===== src/rtl/hci_mem_mux_static_ctrl.sv =====
// Ownership controller for a statically selected HCI memory mux: round-robin
// session arbitration, read-outstanding gating and drain before owner switch.
module hci_mem_mux_static_ctrl #(
  parameter int unsigned NB_CHAN         = 2,
  parameter int unsigned MAX_OUTSTANDING = 4,
  localparam int unsigned SW = $clog2(NB_CHAN),
  localparam int unsigned CW = $clog2(MAX_OUTSTANDING + 1)
) (
  input  logic               clk_i,
  input  logic               rst_i,
  input  logic [NB_CHAN-1:0] own_req_i,
  output logic [NB_CHAN-1:0] own_gnt_o,
  output logic [SW-1:0]      sel_o,
  input  logic               in_req_i,
  input  logic               in_wen_i,
  output logic               in_gnt_o,
  output logic               out_req_o,
  input  logic               out_gnt_i,
  input  logic               out_r_valid_i,
  output logic [CW-1:0]      outstanding_o,
  output logic               busy_o,
  output logic               err_o
);

  typedef enum logic [1:0] {
    IDLE  = 2'd0,
    OWN   = 2'd1,
    DRAIN = 2'd2
  } state_e;

  state_e      state_q, state_d;
  logic [SW-1:0] sel_q, sel_d;
  logic [SW-1:0] last_q, last_d;
  logic [CW-1:0] cnt_q, cnt_d;
  logic          err_q, err_d;

  logic [SW-1:0] win;
  logic          found;
  int unsigned   idx;
  logic          full;
  logic          inc;
  logic          dec;

  // State register; reset overrides every other event in the cycle.
  always_ff @(posedge clk_i) begin
    if (rst_i) begin
      state_q <= IDLE;
      sel_q   <= '0;
      last_q  <= SW'(NB_CHAN - 1);
      cnt_q   <= '0;
      err_q   <= 1'b0;
    end else begin
      state_q <= state_d;
      sel_q   <= sel_d;
      last_q  <= last_d;
      cnt_q   <= cnt_d;
      err_q   <= err_d;
    end
  end

  // Round-robin search starting just after the previous owner.
  always_comb begin
    win   = last_q;
    found = 1'b0;
    idx   = 0;
    for (int unsigned i = 1; i <= NB_CHAN; i++) begin
      idx = (32'(last_q) + i) % NB_CHAN;
      if (!found && own_req_i[SW'(idx)]) begin
        win   = SW'(idx);
        found = 1'b1;
      end
    end
  end

  // Next-state and select logic.
  always_comb begin
    state_d = state_q;
    sel_d   = sel_q;
    last_d  = last_q;
    unique case (state_q)
      IDLE: begin
        if (|own_req_i) begin
          sel_d   = win;
          state_d = OWN;
        end else begin
          sel_d = last_q;
        end
      end
      OWN: begin
        if (!own_req_i[sel_q]) begin
          state_d = DRAIN;
          last_d  = sel_q;
        end
      end
      DRAIN: begin
        if (cnt_q == '0) state_d = IDLE;
      end
      default: state_d = IDLE;
    endcase
  end

  // Gating uses the registered count, so a same-cycle response cannot unblock a read.
  always_comb begin
    full      = (cnt_q == CW'(MAX_OUTSTANDING));
    out_req_o = in_req_i & (state_q == OWN) & ~(full & in_wen_i);
    in_gnt_o  = out_gnt_i & out_req_o;
    inc       = out_req_o & out_gnt_i & in_wen_i;
    dec       = out_r_valid_i;
  end

  // Outstanding-read counter with sticky underflow error.
  always_comb begin
    cnt_d = cnt_q;
    err_d = err_q;
    if (inc && !dec) begin
      cnt_d = cnt_q + CW'(1);
    end else if (dec && !inc) begin
      if (cnt_q == '0) err_d = 1'b1;
      else             cnt_d = cnt_q - CW'(1);
    end
  end

  always_comb begin
    own_gnt_o = '0;
    if (state_q == OWN) own_gnt_o[sel_q] = 1'b1;
  end

  assign sel_o         = sel_q;
  assign outstanding_o = cnt_q;
  assign busy_o        = (state_q != IDLE);
  assign err_o         = err_q;

endmodule

===== config.mk =====
export PLATFORM = sky130hd
export DESIGN_NAME = hci_mem_mux_static_ctrl
export DESIGN_NICKNAME = d
export VERILOG_FILES = /design/src/rtl/hci_mem_mux_static_ctrl.sv
export SDC_FILE = /design/constraint.sdc
export NUM_CORES = 1
export LEC_CHECK = 0
export ABC_CLOCK_PERIOD_IN_PS = 2620
export BUFFER_PORTS_ARGS = -buffer_cell sky130_fd_sc_hd__buf_2
export CELL_PAD_IN_SITES_DETAIL_PLACEMENT = 1
export CELL_PAD_IN_SITES_GLOBAL_PLACEMENT = 2
export CORE_UTILIZATION = 24
export CTS_CLUSTER_DIAMETER = 150
export DETAILED_ROUTE_END_ITERATION = 16
export PLACE_DENSITY = 0.8
export SETUP_SLACK_MARGIN = 0.2
export SYNTH_ARGS = -nofsm -noshare
export SYNTH_HDL_FRONTEND = slang
export SYNTH_SLANG_ARGS = --single-unit

===== constraint.sdc =====
create_clock -name clk_i -period 2.62 [get_ports clk_i]
set_input_delay 0.262 -clock clk_i [delete_from_list [all_inputs] [get_ports clk_i]]
set_output_delay 0.262 -clock clk_i [all_outputs]
set_load 0.05 [all_outputs]

==> insert_results.sql <==
INSERT INTO impl_metrics (metric_group, metric, value, unit) VALUES
('timing', 'final.setup.tns', '0', 'ns'),
('timing', 'finalWorstPathRequiredPeriod', '2.240', 'ns'),
('floorplan', 'die_height', '45.62', 'um'),
('floorplan', 'design.portCount', '18', ''),
('routing', 'met1_length', '523', 'um'),
('min_path', 'start_point_of_the_worst_min_delay_path', 'rst_i', ''),
('global_route', 'grt_util_all_layers', '0.1257', ''),
('final_layout', 'n_fill_cell', '232', ''),
('pwr', 'power.leakage', '0.0003031', 'uW'),
('clocking', 'cts_setup_buffers', '0', ''),
('routing', 'first_pass_iters', '4', ''),
('timing', 'hold_viol_final', '0', ''),
('routing', 'final_wl', '1060', 'um'),
('worst_setup_path', 'worst_reg2reg_path_endpoint', 'outstanding_o[2]$_SDFFE_PP0P_', ''),
('final_layout', 'final_cells', '101', ''),
('worst_setup_path', 'timing.reg2reg.worst_path_depth', '9', ''),
('global_route', 'grt_pass1_vias', '429', ''),
('placed_design', 'gp_routability_congestion', '0.7133', ''),
('placed_design', 'dp_slack', '0.2880', 'ns'),
('routing', 'routedWlPerCell', '10.50', 'um'),
('clocking', 'cts_tree', 'done', ''),
('placed_design', 'numPlacedInstances', '98', ''),
('timing', 'fin_ws', '0.3805', 'ns'),
('timing', 'rsz_0062_raised_after_global_routing', 'false', ''),
('clocking', 'clk_latency', '0.25', 'ns'),
('placed_design', 'dp.final_hpwl', '817.6', 'um'),
('timing', 'max_freq', '446.5', 'MHz'),
('worst_setup_path', 'critPathLaunchType', 'register', ''),
('floorplan', 'row_count', '15', ''),
('min_path', 'worst_hold_path_type', 'in2reg', ''),
('clocking', 'max-clock-path-buffers', '2', ''),
('routing', 'routed-wl-met3', '77', 'um'),
('pwr', 'cellPowerDensity', '662.4', 'nW/um^2'),
('logic_synthesis', 'yosys_warnings', '0', ''),
('logic_synthesis', 'synth.ff_latch_count', '8', ''),
('flow_run', 'drv.max_cap_violation_count', '0', ''),
('min_path', 'min_to', 'outstanding_o[2]$_SDFFE_PP0P_', ''),
('logic_synthesis', 'netlist_top_cells_area', 'sky130_fd_sc_hd__dfxtp_1, sky130_fd_sc_hd__a21oi_1, sky130_fd_sc_hd__inv_1', ''),
('worst_setup_path', 'critical_path.max_fanout', '5', ''),
('timing', 'actual_transition_at_the_worst_max_transition_pin', '0.5276', 'ns'),
('logic_synthesis', 'synthMostInstantiatedCell', 'sky130_fd_sc_hd__dfxtp_1', ''),
('worst_setup_path', 'crit-reg2reg-launch', 'state_q[0]$_SDFFE_PP0P_', ''),
('logic_synthesis', 'postSynthAreaPerCell', '8.155', 'um^2'),
('placed_design', 'placement.io_buffers', '17', ''),
('floorplan', 'fp.dieArea', '2081', 'um^2'),
('logic_synthesis', 'ys_async_sr_fraction', '0', ''),
('worst_setup_path', 'worst-setup-path-type', 'reg2reg', ''),
('floorplan', 'start_util', '0.2589', ''),
('clocking', 'path_clk_slew', '0.06', 'ns'),
('final_layout', 'post_route_cells_drive_above_1_share', '0.3289', ''),
('worst_setup_path', 'worst-r2r-setup-slack', '0.38', 'ns'),
('clocking', 'cts-hold-fix-buffers', '0', ''),
('logic_synthesis', 'synth.cells.most_frequent', 'sky130_fd_sc_hd__dfxtp_1, sky130_fd_sc_hd__inv_1, sky130_fd_sc_hd__nor2_1', ''),
('logic_synthesis', 'synth_sequential_area_ratio', '0.3507', ''),
('pwr', 'irDropWorstVdd', '0.2095', 'mV'),
('logic_synthesis', 'synthesis.area', '456.7', 'um^2'),
('floorplan', 'die_w', '45.62', 'um'),
('final_layout', 'num-nets-final', '89', ''),
('worst_setup_path', 'crit_path_end_kind', 'register', ''),
('status', 'outcome', 'complete, no violations', ''),
('clocking', 'tritoncts_num_sinks', '8', ''),
('clocking', 'post_cts_resize_count', '0', ''),
('min_path', 'timing.hold.worst_path_depth', '2', ''),
('routing', 'num_vias', '479', ''),
('logic_synthesis', 'mappedNetlistNets', '67', ''),
('final_layout', 'syn2layout_area_growth', '32.05', '%'),
('global_route', 'grt-ovfl-total', '0', ''),
('final_layout', 'n_antenna_cell', '0', ''),
('routing', 'met2_length', '441', 'um'),
('final_layout', 'finalCoreUtilization', '0.3418', ''),
('timing', 'slew_headroom', '0.6450', '');
[power breakdown]
group          internal (uW)  total (uW)  switching, uW  leakage (uW)
combinational           47.0         149            102      0.000223
sequential               137         156           19.5     0.0000659
clock                   52.4        94.6           42.2     0.0000138
total                    236         399            163      0.000303
[layout make-up]
| cell class | instances | area, um^2 | area share |
|---|---|---|---|
| Clock buffer | 3 | 22.52 | 0.03734 |
| Inverter | 7 | 26.28 | 0.04357 |
| Multi-Input combinational cell | 40 | 269.0 | 0.4461 |
| Sequential cell | 8 | 161.4 | 0.2676 |
| Tap cell | 25 | 31.28 | 0.05187 |
| Timing Repair Buffer | 18 | 92.59 | 0.1535 |
[per-layer routing]
metal	track usage	vias to the layer above
met5	0	-
met4	0.07273	0
met3	0.02778	2
met2	0.1971	18
met1	0.1566	223
li1	-	236
[cell families after synthesis]
logic type | count (synthesis) | synth area share
AO/OA/AOI/OAI | 14 | 0.2000
flip-flops | 8 | 0.3507
buffers and inverters | 8 | 0.06576
adder cells (fa/ha/maj) | 3 | 0.09862
multiplexers | 2 | 0.04384
AND/OR/NAND/NOR | 20 | 0.2219
XOR/XNOR | 1 | 0.01918
[worst max-delay path by stage]
| stage | from | to | slack, ns | cells after the start |
|---|---|---|---|---|
| after floorplan | outstanding_o[1]$_SDFFE_PP0P_ | outstanding_o[1]$_SDFFE_PP0P_ | 0.22 | 8 |
| after global placement | state_q[0]$_SDFFE_PP0P_ | outstanding_o[2]$_SDFFE_PP0P_ | 0.33 | 9 |
| after detailed placement | state_q[0]$_SDFFE_PP0P_ | outstanding_o[2]$_SDFFE_PP0P_ | 0.29 | 9 |
| after CTS | state_q[0]$_SDFFE_PP0P_ | outstanding_o[2]$_SDFFE_PP0P_ | 0.28 | 9 |
| after global routing | state_q[0]$_SDFFE_PP0P_ | outstanding_o[1]$_SDFFE_PP0P_ | 0.20 | 8 |
| final | state_q[0]$_SDFFE_PP0P_ | outstanding_o[2]$_SDFFE_PP0P_ | 0.38 | 9 |
[cells in the final DEF, fill, tap and decap left out]
cell type                   instances
sky130_fd_sc_hd__buf_2             17
sky130_fd_sc_hd__nor2_1             7
sky130_fd_sc_hd__inv_1              7
sky130_fd_sc_hd__dfxtp_1            7
sky130_fd_sc_hd__a21oi_1            6
sky130_fd_sc_hd__nand2_1            4
sky130_fd_sc_hd__clkbuf_4           3
sky130_fd_sc_hd__and3_1             2
sky130_fd_sc_hd__mux2i_1            2
sky130_fd_sc_hd__o311ai_0           2
sky130_fd_sc_hd__o21ai_0            2
sky130_fd_sc_hd__ha_1               2
sky130_fd_sc_hd__nor2b_2            1
sky130_fd_sc_hd__nand3_1            1
sky130_fd_sc_hd__nand2b_1           1
sky130_fd_sc_hd__o211a_1            1
sky130_fd_sc_hd__o21a_1             1
sky130_fd_sc_hd__nor4_1             1
sky130_fd_sc_hd__or3_2              1
sky130_fd_sc_hd__a211oi_1           1
sky130_fd_sc_hd__xor2_1             1
sky130_fd_sc_hd__or4_1              1
sky130_fd_sc_hd__or3b_2             1
sky130_fd_sc_hd__a2111oi_0          1
sky130_fd_sc_hd__fa_1               1
sky130_fd_sc_hd__buf_4              1
sky130_fd_sc_hd__dfxtp_2            1
[critical path, stage by stage (launching register included)]
cell                      delay (ns)
sky130_fd_sc_hd__dfxtp_2        0.35
sky130_fd_sc_hd__nor2b_2        0.16
sky130_fd_sc_hd__and3_1         0.20
sky130_fd_sc_hd__and3_1         0.16
sky130_fd_sc_hd__ha_1           0.20
sky130_fd_sc_hd__inv_1          0.07
sky130_fd_sc_hd__fa_1           0.37
sky130_fd_sc_hd__xor2_1         0.16
sky130_fd_sc_hd__or4_1          0.39
sky130_fd_sc_hd__a21oi_1        0.12
[through the flow]
| stage | instance area, um^2 | total power (uW) | hold WS, ns |
|---|---|---|---|
| 2_1_floorplan | 456.7 | 269.3 | 0.4232 |
| 3_3_place_gp | 576.8 | 307.1 | 0.4588 |
| 3_5_place_dp | 576.8 | 308.6 | 0.4694 |
| 4_1_cts | 599.3 | 407.4 | 0.2834 |
| 5_1_grt | 603.1 | 429.3 | 0.3060 |
| 6_report | 603.1 | 399.5 | 0.2888 |
[state kept, by name, indices dropped and copies added, names as in the netlist]
signal         flops
err_o              1
last_q             1
outstanding_o      3
sel_o              1
state_q            2
No activity file was read; power rests on OpenSTA's default activity.
